[src/rtl/inst_fetcher.sv]
// Instruction fetcher: one-outstanding fetch FSM feeding a small circular instruction queue.
// Optional macro IFETCH_JAL_REDIRECT_EN follows JAL targets at fetch time instead of pc+4.
module inst_fetcher #(
    parameter int unsigned IQ_DEPTH_LOG = 2
) (
    input  logic        clk_in,
    input  logic        rst_in,
    input  logic        rdy_in,
    input  logic        rob_clear_up,
    input  logic [31:0] rob_new_pc,
    output logic [31:0] pc,
    output logic        start_fetch,
    input  logic        fetch_ready,
    input  logic [31:0] inst,
    input  logic [31:0] inst_addr,
    output logic        dec_valid,
    output logic [31:0] dec_inst,
    output logic [31:0] dec_pc,
    input  logic        dec_ready
);

    localparam int unsigned Depth = 1 << IQ_DEPTH_LOG;
    localparam logic [IQ_DEPTH_LOG:0]   DepthCnt = (IQ_DEPTH_LOG + 1)'(Depth);
    localparam logic [IQ_DEPTH_LOG:0]   CntOne   = (IQ_DEPTH_LOG + 1)'(1);
    localparam logic [IQ_DEPTH_LOG-1:0] PtrOne   = IQ_DEPTH_LOG'(1);

    typedef enum logic {StIdle, StWait} state_e;

    state_e                  state_q;
    logic                    start_fetch_q;
    logic [31:0]             pc_q;
    logic [IQ_DEPTH_LOG-1:0] head_q;
    logic [IQ_DEPTH_LOG-1:0] tail_q;
    logic [IQ_DEPTH_LOG:0]   count_q;
    logic [31:0]             iq_inst_q [Depth];
    logic [31:0]             iq_pc_q   [Depth];

    logic        push;
    logic        pop;
    logic [31:0] next_pc;

    // Only a response matching the outstanding request is accepted; stale words are dropped.
    assign push = (state_q == StWait) && fetch_ready && (inst_addr == pc_q);
    assign pop  = dec_valid && dec_ready;

`ifdef IFETCH_JAL_REDIRECT_EN
    logic [31:0] jal_imm;
    assign jal_imm = {{11{inst[31]}}, inst[31], inst[19:12], inst[20], inst[30:21], 1'b0};
    assign next_pc = (inst[6:0] == 7'b1101111) ? inst_addr + jal_imm : pc_q + 32'd4;
`else
    assign next_pc = pc_q + 32'd4;
`endif

    always_ff @(posedge clk_in or negedge rst_in) begin
        if (!rst_in) begin
            state_q       <= StIdle;
            start_fetch_q <= 1'b0;
            pc_q          <= '0;
            head_q        <= '0;
            tail_q        <= '0;
            count_q       <= '0;
        end else if (rdy_in) begin
            if (rob_clear_up) begin
                state_q       <= StIdle;
                start_fetch_q <= 1'b0;
                pc_q          <= rob_new_pc;
                head_q        <= '0;
                tail_q        <= '0;
                count_q       <= '0;
            end else begin
                if (pop) begin
                    head_q <= head_q + PtrOne;
                end
                if (push) begin
                    tail_q <= tail_q + PtrOne;
                end
                if (push && !pop) begin
                    count_q <= count_q + CntOne;
                end else if (pop && !push) begin
                    count_q <= count_q - CntOne;
                end
                unique case (state_q)
                    StIdle: begin
                        if (count_q < DepthCnt) begin
                            state_q       <= StWait;
                            start_fetch_q <= 1'b1;
                        end
                    end
                    StWait: begin
                        if (push) begin
                            state_q       <= StIdle;
                            start_fetch_q <= 1'b0;
                            pc_q          <= next_pc;
                        end
                    end
                    default: begin
                        state_q       <= StIdle;
                        start_fetch_q <= 1'b0;
                    end
                endcase
            end
        end
    end

    // Queue storage needs no reset: entries are only visible while counted.
    always_ff @(posedge clk_in) begin
        if (rdy_in && !rob_clear_up && push) begin
            iq_inst_q[tail_q] <= inst;
            iq_pc_q[tail_q]   <= inst_addr;
        end
    end

    assign pc          = pc_q;
    assign start_fetch = start_fetch_q;
    assign dec_valid   = (count_q != '0);
    assign dec_inst    = dec_valid ? iq_inst_q[head_q] : '0;
    assign dec_pc      = dec_valid ? iq_pc_q[head_q]   : '0;

endmodule

[config.mk]
export PLATFORM = sky130hd
export DESIGN_NAME = inst_fetcher
export DESIGN_NICKNAME = d
export VERILOG_FILES = /design/src/rtl/inst_fetcher.sv
export SDC_FILE = /design/constraint.sdc
export NUM_CORES = 1
export LEC_CHECK = 0
export CORE_MARGIN = 4
export CORE_UTILIZATION = 58
export CTS_BUF_LIST = sky130_fd_sc_hd__clkbuf_16
export CTS_CLUSTER_SIZE = 24
export DETAILED_ROUTE_END_ITERATION = 8
export PLACE_DENSITY = 0.85
export REMOVE_ABC_BUFFERS = 1
export SYNTH_ARGS = -nofsm -noshare
export SYNTH_HDL_FRONTEND = slang
export SYNTH_SLANG_ARGS = --single-unit
[constraint.sdc]
create_clock -name clk_in -period 20.2 [get_ports clk_in]
set_clock_uncertainty 0.15 [all_clocks]
set_input_delay 4.04 -clock clk_in [delete_from_list [all_inputs] [get_ports clk_in]]
set_output_delay 4.04 -clock clk_in [all_outputs]
set_load 0.03 [all_outputs]
==> impl_metrics.xml <==
<?xml version="1.0" encoding="UTF-8"?>
<metrics>
  <group name="outcome">
    <metric name="run_status" unit="">finished clean</metric>
  </group>
  <group name="logic_synthesis">
    <metric name="synth_edf_count" unit="">256</metric>
    <metric name="yosys_warn_count" unit="">0</metric>
    <metric name="synth-seq-cells" unit="">297</metric>
    <metric name="synthDominantAreaCellType" unit="">edfxtp_1</metric>
    <metric name="synthCells" unit="">823</metric>
    <metric name="synth.area.top_cells" unit="">edfxtp_1 (59%), mux4_2 (11%), dfrtp_1 (7.8%), and2_1 (3.3%), xor2_1 (1.9%)</metric>
    <metric name="postSynth.topFlopCell" unit="">edfxtp_1</metric>
    <metric name="post_synth_instance_area" unit="um^2">13100</metric>
    <metric name="yosys.area.top_type_share" unit="">0.585</metric>
    <metric name="syn_avg_cell_area" unit="um^2">16.0</metric>
    <metric name="synth_cell_type_count" unit="">68</metric>
    <metric name="synth-async-reset-ratio" unit="">0.138</metric>
    <metric name="synth_sequential_area_ratio" unit="">0.664</metric>
  </group>
  <group name="clock_network">
    <metric name="numClockSinks" unit="">297</metric>
    <metric name="cts-hold-fix-buffers" unit="">0</metric>
    <metric name="clock_tree.buffer_depth" unit="">3</metric>
    <metric name="tritoncts" unit="">built</metric>
    <metric name="cts_resized" unit="">0</metric>
    <metric name="clk_latency" unit="ps">560</metric>
    <metric name="cts.repair_timing.setup_buffer_count" unit="">0</metric>
    <metric name="max_h_tree_level" unit="">1</metric>
    <metric name="cts.reportedPaths.clkPinSlew" unit="ps">70</metric>
    <metric name="cts-root-buf" unit="">clkbuf_16</metric>
    <metric name="tritoncts.num_buffers" unit="">29</metric>
  </group>
  <group name="setup_path">
    <metric name="cpPeakStageDelay" unit="ps">880</metric>
    <metric name="worst_path_max_delay_cell" unit="">buf_4</metric>
    <metric name="path_cells" unit="">buf_4 &gt; mux4_2 &gt; and2_1 &gt; clkdlybuf4s50_1</metric>
    <metric name="worst_setup_path_end_kind" unit="">primary output</metric>
    <metric name="path_max_fanout" unit="">52</metric>
    <metric name="timing.setup.critical_path_class" unit="">reg2out</metric>
    <metric name="worstPathRequired" unit="ps">16010</metric>
    <metric name="critical_path.startpoint_type" unit="">register</metric>
    <metric name="worstPathArrival" unit="ps">3550</metric>
  </group>
  <group name="placement">
    <metric name="dp_hpwl" unit="mm">20.9</metric>
    <metric name="placed_area" unit="um^2">15400</metric>
    <metric name="placer_s_final_routability_congestion_estimate" unit="">0.941</metric>
    <metric name="buffer_ports.inserted" unit="">199</metric>
    <metric name="detailedPlace.worstSlack" unit="ps">12530</metric>
  </group>
  <group name="floorplan">
    <metric name="die-area" unit="um^2">25100</metric>
    <metric name="core" unit="um^2">22000</metric>
    <metric name="die_x" unit="um">158</metric>
    <metric name="initial_standard_cell_utilization_of_the_core" unit="">0.596</metric>
    <metric name="floorplan.rows" unit="">54</metric>
    <metric name="ioPinCount" unit="">200</metric>
    <metric name="die-height" unit="um">158</metric>
  </group>
  <group name="sta">
    <metric name="timing.final.ws_setup" unit="ps">12460</metric>
    <metric name="tns" unit="ps">0</metric>
    <metric name="final_period_minus_worst_setup_slack" unit="ps">7740</metric>
    <metric name="final-hold-violation-count" unit="">0</metric>
    <metric name="worst_hold_slack" unit="ps">393</metric>
    <metric name="grt_setup_unrepaired" unit="">no</metric>
    <metric name="timing.slew.headroom" unit="">0.257</metric>
    <metric name="setup_violations" unit="">0</metric>
    <metric name="achievable-frequency" unit="MHz">129</metric>
    <metric name="drv_slew" unit="">0</metric>
    <metric name="transition_time_at_the_pin_with_the_least_slew_margin" unit="ps">1110</metric>
    <metric name="layout_worst_path_cycle_share" unit="">0.383</metric>
  </group>
  <group name="global_route">
    <metric name="antenna_found_initial" unit="">0</metric>
    <metric name="global_route.usage.total" unit="">0.263</metric>
    <metric name="largest_net_degree_at_the_start_of_global_routing" unit="">70</metric>
    <metric name="globalRouteOverflowTotal" unit="">0</metric>
    <metric name="grt_pass1_vias" unit="">8528</metric>
    <metric name="grt_first_pass_wirelength" unit="mm">50.0</metric>
  </group>
  <group name="drt">
    <metric name="wirelength_met1" unit="mm">13.1</metric>
    <metric name="maxUsedRoutingLayer" unit="">met4</metric>
    <metric name="met2WireLength" unit="mm">15.9</metric>
    <metric name="vias_per_cell" unit="">6.40</metric>
    <metric name="drt_pre_antenna_iters" unit="">6</metric>
    <metric name="totalWireLength" unit="mm">32.8</metric>
    <metric name="route.vias.total" unit="">8450</metric>
    <metric name="dr_wl_met3" unit="mm">2.90</metric>
    <metric name="number_of_remaining_drc_errors" unit="">0</metric>
    <metric name="drt.antenna.violating_nets" unit="">0</metric>
    <metric name="drt_iter0_drc" unit="">825</metric>
    <metric name="wl_per_cell" unit="um">24.8</metric>
  </group>
  <group name="final_layout">
    <metric name="antenna_cells_inserted" unit="">0</metric>
    <metric name="layout_common_cells" unit="">edfxtp_1 (256), clkdlybuf4s50_1 (198), and2_1 (69)</metric>
    <metric name="multi_input_comb_area" unit="um^2">4150</metric>
    <metric name="layout.nets" unit="">1125</metric>
    <metric name="area_growth_syn_to_layout" unit="%">24.3</metric>
    <metric name="mostFrequentLayoutCell" unit="">edfxtp_1</metric>
    <metric name="nFillCells" unit="">1318</metric>
    <metric name="finish.instance_area" unit="um^2">16300</metric>
    <metric name="post_route_cells_drive_above_1_share" unit="">0.147</metric>
    <metric name="area.sequential" unit="um^2">8720</metric>
  </group>
  <group name="min_path">
    <metric name="worst_hold_path_type" unit="">reg2reg</metric>
  </group>
  <group name="power_and_ir_drop">
    <metric name="ir_drop" unit="uV">71.4</metric>
    <metric name="static-leakage-power" unit="nW">5.41</metric>
    <metric name="power-per-cell-area" unit="nW/um^2">110</metric>
  </group>
  <group name="flow_run">
    <metric name="max_cap_viol_count" unit="">0</metric>
  </group>
</metrics>
==> power breakdown <==
group | internal [mW] | leakage, nW | switching (mW)
sequential | 0.681 | 2.77 | 0.0557
combinational | 0.244 | 2.14 | 0.273
clock | 0.314 | 0.489 | 0.226
total | 1.24 | 5.41 | 0.554
==> synthesized netlist by cell type, drive strengths merged, types with 13 or more instances <==
library cell    n
and2           69
xor2           28
edfxtp        256
inv            15
nor3           13
nor2           38
nand2          51
clkbuf         28
nor4           15
buf            21
mux4           64
dfrtp          41
nand4          23
nand3          24
==> worst paths after layout <==
path / endpoint / startpoint / slack (ps) / cells past startpoint
max: dec_pc[28] / head_q[0]$_DFFE_PN0P_ / 12460 / 4
min reg2reg: state_q$_DFFE_PN0P_ / state_q$_DFFE_PN0P_ / 390 / 2
min in group asynchronous: pc[29]$_DFFE_PN0P_ / rst_in / 3500 / 1
max reg2reg: iq_inst_q[2][22]$_DFFE_PP_ / pc[27]$_DFFE_PN0P_ / 16550 / 7
min: state_q$_DFFE_PN0P_ / state_q$_DFFE_PN0P_ / 390 / 2
max in group asynchronous: head_q[1]$_DFFE_PN0P_ / rst_in / 15650 / 1
==> worst max-delay path, delay by kind of cell, from the launching register on <==
| family | cells | cell delay, ps |
|---|---|---|
| buffers and inverters | 2 | 1480 |
| DFF | 1 | 610 |
| muxes | 1 | 650 |
| and+or+nand+nor | 1 | 200 |
==> metrics by stage <==
step | power (mW) | utilization | std cells
floorplan | 1.06 | - | 774
global placement | 1.26 | 0.698 | 1266
detailed placement | 1.27 | 0.698 | 1266
CTS | 1.80 | 0.741 | 1320
global route | 1.86 | 0.741 | 1320
finish | 1.79 | 0.741 | 1320
==> registers in the layout (all words and copies together) (netlist names) <==
signal,cells
iq_inst_q,128
iq_pc_q,128
pc,32
count_q,3
head_q,2
tail_q,2
start_fetch,1
state_q,1
==> layout make-up <==
type                    instances  share of cell area
well taps                     280              0.0215
multi-input cells             462               0.254
clock inverters                25              0.0143
inverters                      15             0.00345
repair buffers                212               0.128
clock buffers                  29              0.0445
flip-flops and latches        297               0.534
==> per-layer routing <==
metal,up-vias,track usage
met1,4255,0.378
met3,71,0.0356
met5,-,0
met2,479,0.429
li1,3645,-
met4,0,0.0780
==> cells by family after synthesis <==
kind of cell / Yosys count / synth area share
XOR/XNOR: 31 / 0.0207
buffers and inverters: 64 / 0.0216
multiplexers: 69 / 0.114
adder cells (fa/ha/maj): 6 / 0.00629
AND/OR/NAND/NOR: 267 / 0.121
AO/OA/AOI/OAI: 89 / 0.0532
flip-flops: 297 / 0.664
Power figures use the tool's default switching activity.
